<file path="src/rtl/sng_pkg.sv">
// sng_pkg: shared types and constants for the stochastic-number generator.
//   state_e          stream FSM states (IDLE, RUN, FIN)
//   ADDR_*           DATA_ADDR register selects
//   TAPS8/16/32      Galois feedback masks (right-shift form) for the
//                    maximal-length polynomials of each legal WIDTH
//   sng_taps(w)      picks the mask for a given WIDTH
package sng_pkg;

    typedef enum logic [1:0] {IDLE, RUN, FIN} state_e;

    localparam logic [1:0] ADDR_VALUE = 2'd0;
    localparam logic [1:0] ADDR_SEED  = 2'd1;
    localparam logic [1:0] ADDR_LEN   = 2'd2;
    localparam logic [1:0] ADDR_CMD   = 2'd3;

    // x^8+x^6+x^5+x^4+1, x^16+x^14+x^13+x^11+1, x^32+x^22+x^2+x+1
    localparam logic [31:0] TAPS8  = 32'h0000_00B8;
    localparam logic [31:0] TAPS16 = 32'h0000_B400;
    localparam logic [31:0] TAPS32 = 32'h8020_0003;

    function automatic logic [31:0] sng_taps(input int w);
        return w == 8 ? TAPS8 : w == 16 ? TAPS16 : TAPS32;
    endfunction

endpackage

</file>
<file path="src/rtl/sng_lfsr.sv">
// sng_lfsr: maximal-length Galois LFSR with seed load and advance enable.
//   CLK, RST_X   clock, asynchronous active-low reset (state resets to 1)
//   load_i       load seed_i this cycle (a zero seed loads 1)
//   seed_i       seed value
//   advance_i    step the LFSR one position
//   state_o      current LFSR state, never 0
module sng_lfsr
    import sng_pkg::*;
#(
    parameter int WIDTH = 16
) (
    input  logic             CLK,
    input  logic             RST_X,
    input  logic             load_i,
    input  logic [WIDTH-1:0] seed_i,
    input  logic             advance_i,
    output logic [WIDTH-1:0] state_o
);

    localparam logic [WIDTH-1:0] TAPS = WIDTH'(sng_taps(WIDTH));

    logic [WIDTH-1:0] l_q, l_d;

    // Zero is the lock-up state of an XOR LFSR, so a zero seed becomes 1.
    always_comb
        l_d = load_i    ? (seed_i == '0 ? WIDTH'(1) : seed_i) :
              advance_i ? (l_q >> 1) ^ (l_q[0] ? TAPS : '0)   : l_q;

    always_ff @(posedge CLK or negedge RST_X)
        if (!RST_X) l_q <= WIDTH'(1);
        else        l_q <= l_d;

    assign state_o = l_q;

endmodule

</file>
<file path="src/rtl/sn_generator.sv">
// sn_generator: converts a bus-programmed signed value into a sign-magnitude
// stochastic bitstream of programmed length.
//   CLK, RST_X         clock, asynchronous active-low reset
//   DATA_IN/ADDR/WE    register writes: 0 value, 1 seed, 2 length, 3 command
//   SN_OUT_P/SN_OUT_N  positive / negative rail stream bits
//   SN_VALID           stream bit valid (downstream counter enable)
//   BUSY               stream in progress
//   DONE               one-cycle pulse at end of stream
//   DATA_OUT           status {BUSY, remaining[30:0]}, one cycle behind
// Build option SNG_BIT_REVERSE_EN: compare the bit-reversed LFSR state.
module sn_generator
    import sng_pkg::*;
#(
    parameter int WIDTH = 16
) (
    input  logic        CLK,
    input  logic        RST_X,
    input  logic [31:0] DATA_IN,
    input  logic [1:0]  DATA_ADDR,
    input  logic        DATA_WE,
    output logic        SN_OUT_P,
    output logic        SN_OUT_N,
    output logic        SN_VALID,
    output logic        BUSY,
    output logic        DONE,
    output logic [31:0] DATA_OUT
);

    state_e           state_q;
    logic             sign_q;
    logic [WIDTH-1:0] mag_q;
    logic [30:0]      len_q, rem_q;
    logic             p_q, n_q, valid_q, busy_q, done_q;
    logic [31:0]      dout_q;

    logic             wr_seed, start, abort, emit, b;
    logic [WIDTH-1:0] lfsr, cmp;

    assign wr_seed = DATA_WE && DATA_ADDR == ADDR_SEED && !busy_q;
    assign start   = DATA_WE && DATA_ADDR == ADDR_CMD && DATA_IN[0] && !DATA_IN[1];
    assign abort   = DATA_WE && DATA_ADDR == ADDR_CMD && DATA_IN[1];

    // A bit is produced (and the LFSR stepped) on the start cycle and on
    // every RUN cycle except the one showing the final bit.
    assign emit = (state_q == IDLE && start && len_q != '0) ||
                  (state_q == RUN && !abort && rem_q > 31'd1);

    sng_lfsr #(.WIDTH(WIDTH)) u_lfsr (
        .CLK       (CLK),
        .RST_X     (RST_X),
        .load_i    (wr_seed),
        .seed_i    (DATA_IN[WIDTH-1:0]),
        .advance_i (emit),
        .state_o   (lfsr)
    );

`ifdef SNG_BIT_REVERSE_EN
    for (genvar i = 0; i < WIDTH; i++) begin : g_rev
        assign cmp[i] = lfsr[WIDTH-1-i];
    end
`else
    assign cmp = lfsr;
`endif

    assign b = cmp <= mag_q;

    always_ff @(posedge CLK or negedge RST_X)
        if (!RST_X) begin
            state_q <= IDLE;
            sign_q  <= 1'b0;
            mag_q   <= '0;
            len_q   <= '0;
            rem_q   <= '0;
            p_q     <= 1'b0;
            n_q     <= 1'b0;
            valid_q <= 1'b0;
            busy_q  <= 1'b0;
            done_q  <= 1'b0;
            dout_q  <= '0;
        end else begin
            if (DATA_WE && DATA_ADDR == ADDR_VALUE) begin
                sign_q <= DATA_IN[31];
                mag_q  <= DATA_IN[WIDTH-1:0];
            end
            if (DATA_WE && DATA_ADDR == ADDR_LEN && !busy_q) len_q <= DATA_IN[30:0];
            p_q     <= emit && !sign_q && b;
            n_q     <= emit && sign_q && b;
            valid_q <= emit;
            done_q  <= 1'b0;
            dout_q  <= {busy_q, rem_q};
            case (state_q)
                IDLE:
                    if (start) begin
                        if (len_q != '0) begin
                            state_q <= RUN;
                            rem_q   <= len_q;
                            busy_q  <= 1'b1;
                        end else begin
                            state_q <= FIN;
                            done_q  <= 1'b1;
                        end
                    end
                RUN:
                    if (abort) begin
                        state_q <= IDLE;
                        rem_q   <= '0;
                        busy_q  <= 1'b0;
                    end else if (rem_q == 31'd1) begin
                        state_q <= FIN;
                        rem_q   <= '0;
                        busy_q  <= 1'b0;
                        done_q  <= 1'b1;
                    end else begin
                        rem_q <= rem_q - 31'd1;
                    end
                default: state_q <= IDLE;
            endcase
        end

    assign SN_OUT_P = p_q;
    assign SN_OUT_N = n_q;
    assign SN_VALID = valid_q;
    assign BUSY     = busy_q;
    assign DONE     = done_q;
    assign DATA_OUT = dout_q;

endmodule

</file>
<file path="config.mk">
export PLATFORM = sky130hd
export DESIGN_NAME = sn_generator
export DESIGN_NICKNAME = d
export VERILOG_FILES = /design/src/rtl/sng_pkg.sv /design/src/rtl/sng_lfsr.sv /design/src/rtl/sn_generator.sv
export SDC_FILE = /design/constraint.sdc
export NUM_CORES = 1
export LEC_CHECK = 0
export ABC_AREA = 1
export CORE_UTILIZATION = 44
export DETAILED_ROUTE_END_ITERATION = 8
export PLACE_DENSITY_LB_ADDON = 0.05
export SKIP_CTS_REPAIR_TIMING = 1
export SLEW_MARGIN = 20
export SYNTH_ARGS = -nofsm -noshare
export SYNTH_HDL_FRONTEND = slang
export SYNTH_HIERARCHICAL = 1
export SYNTH_SLANG_ARGS = --single-unit
</file>
<file path="constraint.sdc">
create_clock -name CLK -period 4.7 [get_ports CLK]
set_input_delay 0.705 -clock CLK [delete_from_list [all_inputs] [get_ports CLK]]
set_output_delay 0.705 -clock CLK [all_outputs]
set_load 0.05 [all_outputs]
</file>
==> metrics.md, run 1 <==
| Metric | Value |
|---|---|
| Antenna Nets Post-Route | 0 |
| DRT Pass-1 Iters | 5 |
| Filler cells | between 1,000 and 1,500 |
| Synth Net Count | 903 |
| WP data required | approximately 5.0 ns |
| FF+latch area | 3350 um^2 |
| RSZ-0062 raised after global routing | false |
| Largest stage delay, worst path | between 0.5 and 0.6 ns |
| Die outline width | 127 um |
| R2R Path End | u_lfsr/state_o[15]$_DFFE_PN0P_ |
| Gr usage total | 22.7% |
| Via count | around 5,500 |
| Num CTS Buffers | 17 |
| Post-layout util | 54.9% |
| Die area | ~16,000 um^2 |
| Final wirelength | 17.0 mm |
| Initial antenna violation count | 0 |
| Site Rows | 45 |
| Avg Inst Size Synth | 8.12 um^2 |
| Critical path's top delay family | buffers and inverters |
| R2R setup slack | 2.12 ns |
| Crit-path max FO | 18 |
| CP endpoint kind | flip-flop |
| Sequential share of the synthesized area | 48.7% |
| Top-area cell type share of the netlist area | 48.3% |
| Initial core utilization | 45.1% |
| Worst EP arrival | 2.97 ns |
| Peak VDD IR | 0.295 mV |
| LEAKAGE | 0.00399 uW |
| Layout net count | 976 |
| P&R area growth vs syn | 21.8% |
| Fmax | roughly 0.38 GHz |
| YS warnings | 6 |
| Top cells by area, synth | dfrtp_1 (48%), nand2_1 (16%), nor2_1 (5.8%) |
| Worst Reg-to-Reg Cells | 11 |
| Min cycle time layout | 2.66 ns |
| Setup TNS | 0 ns |
| TritonCTS Sinks | roughly 130 |
| TritonCTS clock tree | yes |
| First-pass GRT wire length | 27.8 mm |
| Synth area leader | dfrtp_1 |
| Worst-path cell chain | clkdlybuf4s50_1 -> nand2_1 -> inv_2 -> nand2_1 -> o21ai_2 -> nor2_8 -> a21oi_1 -> inv_1 -> inv_2 -> nand2_4 -> inv_1 -> a22oi_1 |
| Die Span Y | approximately 130 um |
| Clk slew on worst S/H paths | roughly 0.060 ns |
| Clk_lat worst skew | about 0.43 ns |
| Min-Delay Path Class | primary input to async pin |
| CTS max path bufs | 2 |
| Area of the multi-input gates | between 3000 and 4000 um^2 |
| FF+latch count, synth | roughly 130 |
| Final Hold Fails | 0 |
| Final-report setup violation count | 0 |
| Mapped Cells | about 850 |
| Synth cell types | 39 |
| Max-Cap Viols | 0 |
| Mapped cell area | slightly below 7000 um^2 |
| Residual DRC count | 0 |
| Post-DR vias/cell | between 4 and 5 |
| Share of layout cells above drive strength 1 | 11.2% |
| Root buffer cell | clkbuf_16 |
| Slew margin rel. | 35.7% |
| Port Buffers | 73 |
| Total power divided by cell area | 715 nW/um^2 |
| Overflow after GRT | 0 |
| H-tree Lvls | 4 |
| Initial DRC Count | 296 |
| Final max-slew violation count | 0 |
| Vias in the first global route | 5,376 |
| CORE AREA | around 15,000 um^2 |
| DR WL/cell | 14.8 um |
| Worst-Margin Slew | approximately 0.96 ns |
| Placer congestion estimate | 0.901 |
| Final period utilization | 56.6% |
| # diodes | 0 |
| Outcome | completed |
| CP startpoint kind | primary input |
| R2R Path Start | rem_q[10]$_DFFE_PN0P_ |
| Largest net degree at the start of global routing | 54 |
| CP max-delay cell | clkdlybuf4s50_1 |
| Crit path buffers/inverters | 5 |
| CP Class | primary input to flip-flop |
| Setup Skew | 0.0157 ns |
| Io pins | 74 |
| Post-DP HPWL | roughly 13 mm |
[worst max path at each step]
stage | startpoint | endpoint | slack [ns] | cells after the start
after global routing | rem_q[10]$_DFFE_PN0P_ | u_lfsr/state_o[15]$_DFFE_PN0P_ | 1.83 | 11
after global placement | DATA_ADDR[1] | u_lfsr/state_o[15]$_DFFE_PN0P_ | 1.68 | 12
after floorplan | DATA_ADDR[1] | u_lfsr/state_o[2]$_DFFE_PN0P_ | 2.63 | 12
after CTS | DATA_ADDR[1] | u_lfsr/state_o[15]$_DFFE_PN0P_ | 2.05 | 12
after detailed placement | DATA_ADDR[1] | u_lfsr/state_o[15]$_DFFE_PN0P_ | 1.60 | 12
final | DATA_ADDR[1] | u_lfsr/state_o[15]$_DFFE_PN0P_ | 2.04 | 12
[worst register-to-register path: stages (launching register included)]
cell      delay (ns)
dfrtp_1         0.43
nor2_1          0.24
nand2_1         0.13
nor2_1          0.20
nand3_1         0.14
nand3b_1        0.26
a21oi_1         0.27
inv_1           0.13
inv_2           0.20
nand2_4         0.20
inv_1           0.18
a22oi_1         0.10
[registers in the layout, summed over array words and instances (netlist names)]
| name | cells |
|---|---|
| BUSY | 1 |
| DATA_OUT | 32 |
| DONE | 1 |
| SN_OUT_N | 1 |
| SN_OUT_P | 1 |
| SN_VALID | 1 |
| len_q | 31 |
| mag_q | 16 |
| rem_q | 31 |
| sign_q | 1 |
| state_q | 2 |
| u_lfsr/state_o | 16 |
[report_power, final]
group	internal [uW]	leakage (uW)	switching (uW)	total (uW)
Combinational	888	0.00203	1710	2600
Clock	876	0.000295	503	1380
Sequential	1600	0.00166	416	2020
[layout by cell type, fill, tap and decap left out, types with 2 or more instances in the layout]
| cell | n |
|---|---|
| nand4_1 | 8 |
| bufinv_16 | 3 |
| clkinv_2 | 2 |
| inv_2 | 4 |
| clkbuf_16 | 17 |
| nand2_4 | 2 |
| nand2_2 | 4 |
| inv_1 | 74 |
| xor2_1 | 8 |
| clkbuf_8 | 3 |
| a21oi_2 | 9 |
| o21ai_0 | 51 |
| nand2_1 | 287 |
| ha_1 | 18 |
| a31oi_2 | 3 |
| nor2_4 | 6 |
| nand3_2 | 7 |
| xnor2_1 | 5 |
| a21oi_1 | 17 |
| o21bai_1 | 5 |
| o21ai_1 | 17 |
| mux2_2 | 14 |
| clkinv_4 | 3 |
| clkdlybuf4s50_1 | 72 |
| buf_4 | 7 |
| nor2_1 | 106 |
| clkinvlp_4 | 3 |
| nor2_2 | 12 |
| dfrtp_1 | 133 |
| nand3_1 | 23 |
[cells in the mapped netlist (all sizes together)]
cell and number:
o21bai 6, a31oi 3, xor2 8, nor4b 1, dfrtp 133, ha 18, nand4 8, inv 78
o21a 1, nand3 30, a21oi 26, clkbuf 11, dfstp 1, nor3 1, nand2 293, a22oi 2
o21ai 69, xnor2 5, mux2 14, nand3b 1, nor2 125, buf 14
[final cells by class]
type,instances,area share [%]
inverters,78,3.49
clock buffers,21,5.61
clock inverters,11,1.78
multi-input cells,611,36.7
flip-flops and latches,134,40.0
well taps,211,3.15
repair buffers,79,9.22
[logic make-up (layout without fill, tap and decap cells)]
logic type               count (synthesis)  count (layout)  synth area share (%)
AND/OR/NAND/NOR                        459             459                  28.1
AO/OA/AOI/OAI                          107             107                  9.21
adder cells (fa/ha/maj)                 18              18                  3.27
buffers and inverters                  103             189                  6.72
multiplexers                            14              14                  2.29
XOR/XNOR                                13              13                  1.65
flip-flops                             134             134                  48.7
[metrics by stage]
| stage | power [uW] | hold slack (ns) | area, um^2 | instances | setup WS (ns) |
|---|---|---|---|---|---|
| final | 5990 | 0.320 | 8380 | 1145 | 2.04 |
| after global routing | 6450 | 0.356 | 8380 | 1145 | 1.83 |
| after CTS | 6040 | 0.342 | 8380 | 1145 | 2.05 |
| after detailed placement | 4640 | 0.418 | 7760 | 1113 | 1.60 |
| after global placement | 4600 | 0.422 | 7760 | 1113 | 1.68 |
| after floorplan | 3880 | 0.395 | 6890 | 848 | 2.63 |
[layer usage]
layer / vias up / GRT usage [%] / share of wire [%]
li1: 2821 / - / -
met4: 0 / 7.70 / 1.1
met2: 101 / 37.8 / 49
met5: - / 0 / 0
met3: 11 / 4.98 / 3.4
met1: 2588 / 29.3 / 47
(Power assumes the default switching activity.)
==> inputs of run 2 (changes only) <==
Clock period 4.7 ns to 2.6 ns, I/O delays scaled along.
==> run 2 against run 1 <==
The flow now finishes with violations (negative hold slack). Combinational power is 83% higher. Sequential cell count stayed put. Cell count is 0.44% higher. Sequential power is 81% higher. Die area stayed put. Worst setup slack worse by 1.7 ns. Clock power is 74% higher. Largest cell class unchanged. Largest power group unchanged.
==> metrics.md, run 2 (synthesis results as in run 1) <==
| Metric | Value |
|---|---|
| Worst Reg-to-Reg Cells | 11 (unchanged) |
| Clk_lat worst skew | 0.42 ns (about the same) |
| Residual DRC count | 0 (unchanged) |
| Clk network pwr share | 22.2% (-0.8 points) |
| Setup Skew | 0.00801 ns (-0.00770 ns) |
| Gr usage total | 22.6% (-0.070 points) |
| P_int | 6090 uW (+81%) |
| Final wirelength | 16.9 mm (-0.44%) |
| Share of layout cells above drive strength 1 | 11.6% (+0.37 points) |
| Io pins | 74 (unchanged) |
| Crit-path max FO | 16 (-2) |
| Post-DP HPWL | 12.8 mm (+0.82%) |
| Via count | 5,664 (+2.6%) |
| Vias in the first global route | 5,400 (+0.45%) |
| Num CTS Buffers | 17 (unchanged) |
| DR WL/cell | 14.7 um (-0.87%) |
| Initial core utilization | 45.1% (unchanged) |
| Failing checks | negative hold slack |
| First-pass GRT wire length | 28.0 mm (+0.55%) |
| R2R Path Start | rem_q[10]$_DFFE_PN0P_ |
| Die outline width | 127 um (unchanged) |
| # diodes | 0 (unchanged) |
| CP startpoint kind | flip-flop |
| Slew margin rel. | 57.3% (+22 points) |
| Worst EP arrival | 2.58 ns (-0.39 ns) |
| R2R setup slack | 0.32 ns (-1.80 ns) |
| Final max-slew violation count | 0 (unchanged) |
| Comb pwr share | 44.0% (+0.7 points) |
| Outcome | finished with violations |
| Total power divided by cell area | 1280 nW/um^2 (+79%) |
| Fmax | 0.438 GHz |
| Max-Cap Viols | 0 (unchanged) |
| Commonest cells after routing, fill and taps aside | nand2_1 (287), dfrtp_1 (133), nor2_1 (106) |
| LEAKAGE | 0.00403 uW (+1.1%) |
| Die Span Y | 127 um (unchanged) |
| Layout net count | 982 (+0.61%) |
| Max reg flops | 32 (unchanged) |
| P&R area growth vs syn | 22.5% |
| TritonCTS clock tree | yes |
| Antenna Nets Post-Route | 0 (unchanged) |
| Min-Delay Path Class | primary input to async pin |
| Setup TNS | 0 ns (unchanged) |
| Switch Pwr | 4720 uW (+80%) |
| CP Class | flip-flop to flip-flop |
| Min cycle time layout | 2.28 ns |
| Worst hold margin | -0.0295 ns (-0.349 ns) |
| DRT Pass-1 Iters | 4 (-1) |
| WP data required | 2.90 ns (-2.11 ns) |
| Sw Share | 43.7% (-0.14 points) |
| Final period utilization | just under 90% |
| CP endpoint kind | flip-flop |
| Die area | 16,200 um^2 (unchanged) |
| R2R Path End | u_lfsr/state_o[15]$_DFFE_PN0P_ |
| Site Rows | 45 (unchanged) |
| Post-DR vias/cell | 4.93 (+2.1%) |
| Root buffer cell | clkbuf_16 |
| Initial antenna violation count | 0 (unchanged) |
| Final-report setup violation count | 0 (unchanged) |
| Placer congestion estimate | 0.956 (+6.1%) |
| Initial DRC Count | 386 (+30%) |
| CORE AREA | 15,300 um^2 (unchanged) |
| Non-Filler Instances | 1,150 (+0.44%) |
| Largest net degree at the start of global routing | 56 (+3.7%) |
| Peak VDD IR | 0.545 mV (+85%) |
| RSZ-0062 raised after global routing | false |
| TritonCTS Sinks | 134 (unchanged) |
| Post-layout util | 55.3% (+0.34 points) |
| Overflow after GRT | 0 (unchanged) |
| Inst Count DP | 1,119 (+0.54%) |
| Sequential share of power | 33.8% (about the same) |
| Final Hold Fails | 29 (+29) |
| Clk slew on worst S/H paths | 0.06 ns (about the same) |
| Port Buffers | 73 (unchanged) |
| CTS max path bufs | 2 (unchanged) |
| Commonest non-fill, non-tap cell in the layout | nand2_1 |
| H-tree Lvls | 4 (unchanged) |
| Worst-Margin Slew | 0.639 ns (-0.323 ns) |
## run 2: cell types whose count changed in the layout (fill, tap and decap cells not counted), moves of 2 or more
| cell | delta |
|---|---|
| clkbuf_8 | +2 |
| clkinv_4 | -2 |
| clkinv_2 | +2 |
| clkinvlp_4 | -2 |
| buf_4 | +3 |
| buf_12 | +3 |
## run 2: per-layer routing
metal  wire (um)  part of all wire (%)  up-vias  GRT usage, %
li1            -                     -     2832             -
met1        7760                    46     2705          29.8
met2        8320                    49      106          37.7
met3         536                   3.2       21          3.31
met4         291                   1.7        0          9.10
met5           0                     0        -             0
## run 2: area by class of cell
class                      instances  area, um^2
fill                            1455        6820
timing repair buffer              85         856
multi-input combinational        611        3070
inverter                          78         293
clock buffer                      23         498
sequential                       134        3350
tap                              211         264
clock inverter                     8        96.3
## run 2: per-stage QoR
| stage | setup WS (ns) | total power (uW) | hold WS [ns] | cell area [um^2] |
|---|---|---|---|---|
| after floorplan | 0.658 | 7010 | 0.0944 | 6890 |
| after global placement | 0.253 | 8340 | 0.417 | 7840 |
| after detailed placement | 0.166 | 8450 | 0.415 | 7840 |
| after CTS | 0.308 | 10900 | -0.00388 | 8440 |
| after global routing | 0.0705 | 11600 | 0.0179 | 8440 |
| final | 0.319 | 10800 | -0.0295 | 8440 |
## run 2: worst max-delay path by stage
stage	endpoint	slack, ns	cells past startpoint	start
global route	u_lfsr/state_o[15]$_DFFE_PN0P_	0.07	11	rem_q[9]$_DFFE_PN0P_
CTS	u_lfsr/state_o[15]$_DFFE_PN0P_	0.31	11	rem_q[10]$_DFFE_PN0P_
global placement	u_lfsr/state_o[15]$_DFFE_PN0P_	0.25	12	DATA_ADDR[1]
floorplan	u_lfsr/state_o[2]$_DFFE_PN0P_	0.66	13	rem_q[3]$_DFFE_PN0P_
finish	u_lfsr/state_o[15]$_DFFE_PN0P_	0.32	11	rem_q[10]$_DFFE_PN0P_
detailed placement	u_lfsr/state_o[15]$_DFFE_PN0P_	0.17	12	DATA_ADDR[1]
## run 2: critical path, cell delays in order (launching register included)
cell	delay [ns]
dfrtp_1	0.43
nor2_1	0.24
nand2_1	0.12
nor2_1	0.14
nand3_1	0.14
nand3b_1	0.25
a21oi_1	0.22
inv_1	0.11
inv_2	0.09
nand2_4	0.15
inv_1	0.17
a22oi_1	0.10
## run 2: power by group through the flow
| stage | Sequential (uW) | Combinational (uW) | Clock, uW |
|---|---|---|---|
| finish | 3660 | 4760 | 2400 |
| floorplan | 4240 | 2780 | 0 |
| global route | 3780 | 5300 | 2520 |
| detailed placement | 3690 | 4760 | 0 |
| global placement | 3660 | 4670 | 0 |
| CTS | 3660 | 4780 | 2440 |
==> inputs of run 3 (changes only) <==
Settings changed: ABC_AREA 1 to 0.
==> run 3 against run 2 <==
Register-to-register slack worse by 0.32 ns. Combinational power down 16%. The flow finishes with violations (negative setup slack). Synthesized cell count down 33%. Clock skew about the same.
==> metrics.md, run 3 <==
| Metric | Value |
|---|---|
| Final max-slew violation count | 0 (unchanged) |
| Clk slew on worst S/H paths | 0.05 ns (about the same) |
| # diodes | 0 (unchanged) |
| Peak VDD IR | 0.540 mV (-0.88%) |
| Final wirelength | 16.4 mm (-3.3%) |
| R2R Path Start | rem_q[21]$_DFFE_PN0P_ |
| H-tree Lvls | 4 (unchanged) |
| Die outline width | 122 um (-4.2%) |
| Initial DRC Count | 387 (+0.26%) |
| Worst hold margin | 0.425 ns (+0.454 ns) |
| Die area | 14,800 um^2 (-8.2%) |
| Slew margin rel. | 66.5% (+9.1 points) |
| Final period utilization | 100% (+12 points) |
| RSZ-0062 raised after global routing | true |
| Worst-path cell chain | or3_4 -> or4_4 -> or2_4 -> a311oi_4 -> inv_2 -> buf_12 -> nor2b_4 -> a211oi_2 -> a31oi_1 |
| Overflow after GRT | 0 (unchanged) |
| Setup Skew | 0.00824 ns (+0.000228 ns) |
| Layout net count | 731 (-26%) |
| Vias in the first global route | 4,963 (-8.1%) |
| TritonCTS clock tree | yes |
| Port Buffers | 73 (unchanged) |
| P&R area growth vs syn | 29.3% |
| Crit-path max FO | 18 (+2) |
| Filler cells | 1,174 (-19%) |
| Mapped cell area | 6310 um^2 (-8.3%) |
| Synth cell types | 61 (+56%) |
| Die Span Y | 122 um (-4.2%) |
| Synth area leader | dfrtp_1 |
| Largest net degree at the start of global routing | 60 (+7.1%) |
| Largest stage delay, worst path | 0.54 ns (+0.11 ns) |
| Sw Share | 38.8% (-4.8 points) |
| DRT Pass-1 Iters | 5 (+1) |
| Post-DP HPWL | 11.7 mm (-8.8%) |
| Top-area cell type share of the netlist area | 52.7% (+4.4 points) |
| Placer congestion estimate | 0.889 (-7.1%) |
| Final-report setup violation count | 1 (+1) |
| Synth Net Count | 622 (-31%) |
| Avg Inst Size Synth | 11.1 um^2 (+37%) |
| Min cycle time layout | 2.60 ns (+0.322 ns) |
| Worst-Margin Slew | 0.498 ns (-0.141 ns) |
| LEAKAGE | 0.00348 uW (-14%) |
| Gr usage total | 24.4% (+1.7 points) |
| Outcome | finished with violations |
| PnR worst setup slack | -0.00253 ns (-0.322 ns) |
| Switch Pwr | 3780 uW (-20%) |
| Initial antenna violation count | 0 (unchanged) |
| Final Hold Fails | 0 (-100%) |
| Site Rows | 43 (-4.4%) |
| Comb pwr share | 41.1% (-2.9 points) |
| Setup TNS | -0.00253 ns (-0.00253 ns) |
| Antenna Nets Post-Route | 0 (unchanged) |
| Share of layout cells above drive strength 1 | 20.5% (+8.9 points) |
| DR WL/cell | 18.8 um (+28%) |
| P_int | 5950 uW (-2.3%) |
| Num CTS Buffers | 17 (unchanged) |
| Initial core utilization | 45.3% (+0.18 points) |
| Hold Path Origin | rem_q[1]$_DFFE_PN0P_ |
| Async SR Flop Fraction | 100% (unchanged) |
| Critical path's top delay family | simple AND/OR/NAND/NOR gates |
| Post-synth top flop | dfrtp_1 |
| CP startpoint kind | flip-flop |
| Post-DR vias/cell | 5.69 (+16%) |
| Post-synth top cells | dfrtp_1 (133), nand2_1 (40), mux2_2 (33) |
| Commonest cells after routing, fill and taps aside | dfrtp_1 (133), clkdlybuf4s50_1 (72), buf_4 (46) |
| Fmax | 0.384 GHz (-12%) |
| YS warnings | 6 (unchanged) |
| TritonCTS Sinks | 134 (unchanged) |
| Io pins | 74 (unchanged) |
| Failing checks | negative setup slack |
| Root buffer cell | clkbuf_16 |
| CP max-delay cell | or4_4 |
| FF+latch count, synth | 134 (unchanged) |
| Max-Cap Viols | 0 (unchanged) |
| Top cells by area, synth | dfrtp_1 (53%), mux2_2 (5.9%), ha_1 (3.6%) |
| Mapped Cells | 567 (-33%) |
| Via count | 4,948 (-13%) |
| CORE AREA | 13,900 um^2 (-8.7%) |
| Sequential share of power | 35.5% (+1.7 points) |
| Max reg flops | 32 (unchanged) |
| CP endpoint kind | flip-flop |
| Most common cell in the synthesized netlist | dfrtp_1 |
| Total power divided by cell area | 1190 nW/um^2 (-7.1%) |
| Commonest non-fill, non-tap cell in the layout | dfrtp_1 |
| CTS max path bufs | 2 (unchanged) |
| CP startpoint | rem_q[21]$_DFFE_PN0P_ |
| Clk network pwr share | 23.4% (+1.2 points) |
| Sequential share of the synthesized area | 53.1% (+4.4 points) |
| Clk_lat worst skew | 0.42 ns (about the same) |
| Post-synth EDFFs | 0 (unchanged) |
| Min-Delay Path Class | flip-flop to flip-flop |
| First-pass GRT wire length | 27.1 mm (-3.0%) |
| WP data required | 2.94 ns (+0.04 ns) |
| Crit path buffers/inverters | 2 (-1) |
| CP Class | flip-flop to flip-flop |
| Tot Pwr | 9720 uW (-10%) |
| Worst EP arrival | 2.94 ns (+0.36 ns) |
| Setup Slack @ Placement | -0.0946 ns (-0.261 ns) |
| Residual DRC count | 0 (unchanged) |
[run 3: cell count changes after synthesis, moves of 18 or more]
cell,change
o21ai_0,-25
nor2_1,-89
inv_1,-47
mux2_2,+19
o22ai_1,+18
nand2_1,-247
mux2i_1,+18
[run 3: cells by family (layout without fill, tap and decap cells)]
family | Yosys count | after routing | synth area share (%)
AND/OR/NAND/NOR | 164 | 164 | 14.7
AO/OA/AOI/OAI | 133 | 133 | 14.8
multiplexers | 51 | 51 | 8.74
buffers and inverters | 61 | 183 | 4.26
XOR/XNOR | 6 | 6 | 0.832
flip-flops | 134 | 134 | 53.1
adder cells (fa/ha/maj) | 18 | 18 | 3.57
[run 3: power groups by stage]
| stage | Sequential, uW | Combinational [uW] | Clock [uW] |
|---|---|---|---|
| after floorplan | 4150 | 1740 | 0 |
| after global placement | 3440 | 3880 | 0 |
| after detailed placement | 3470 | 3930 | 0 |
| after CTS | 3440 | 3950 | 2330 |
| after global routing | 3560 | 4320 | 2420 |
| final | 3450 | 4000 | 2280 |
[run 3: per-stage QoR]
| stage | util, % | instance area [um^2] | std cells |
|---|---|---|---|
| final | 58.6 | 8170 | 869 |
| after global placement | 54.2 | 7560 | 835 |
| after global routing | 58.6 | 8170 | 869 |
| after detailed placement | 54.2 | 7560 | 835 |
| after floorplan | - | 6310 | 567 |
| after CTS | 58.3 | 8120 | 867 |
[run 3: layout make-up]
type | instances | area [um^2] | share of cell area [%]
Timing Repair Buffer | 124 | 1170 | 14.3
Sequential cell | 134 | 3350 | 41.1
Inverter | 27 | 101 | 1.24
Multi-Input combinational cell | 372 | 2760 | 33.8
Clock buffer | 29 | 520 | 6.37
Tap cell | 180 | 225 | 2.76
Clock inverter | 3 | 40.0 | 0.490
[run 3: final timing paths]
check,cells past startpoint,slack (ns),to
setup / recovery,9,-0.003,u_lfsr/state_o[0]$_DFFE_PN1P_
hold / removal,0,0.42,DATA_OUT[1]$_DFF_PN0_
setup reg to reg,9,-0.003,u_lfsr/state_o[0]$_DFFE_PN1P_
hold reg to reg,0,0.42,DATA_OUT[1]$_DFF_PN0_
max in group asynchronous,3,1.40,u_lfsr/state_o[0]$_DFFE_PN1P_
min in group asynchronous,2,0.48,mag_q[5]$_DFFE_PN0P_
[run 3: layer usage]
layer / part of all wire (%) / vias up / global-route usage [%]
li1: - / 2345 / -
met1: 49 / 2425 / 35.4
met2: 45 / 151 / 35.5
met3: 4.4 / 27 / 5.20
met4: 1.6 / 0 / 9.34
met5: 0 / - / 0
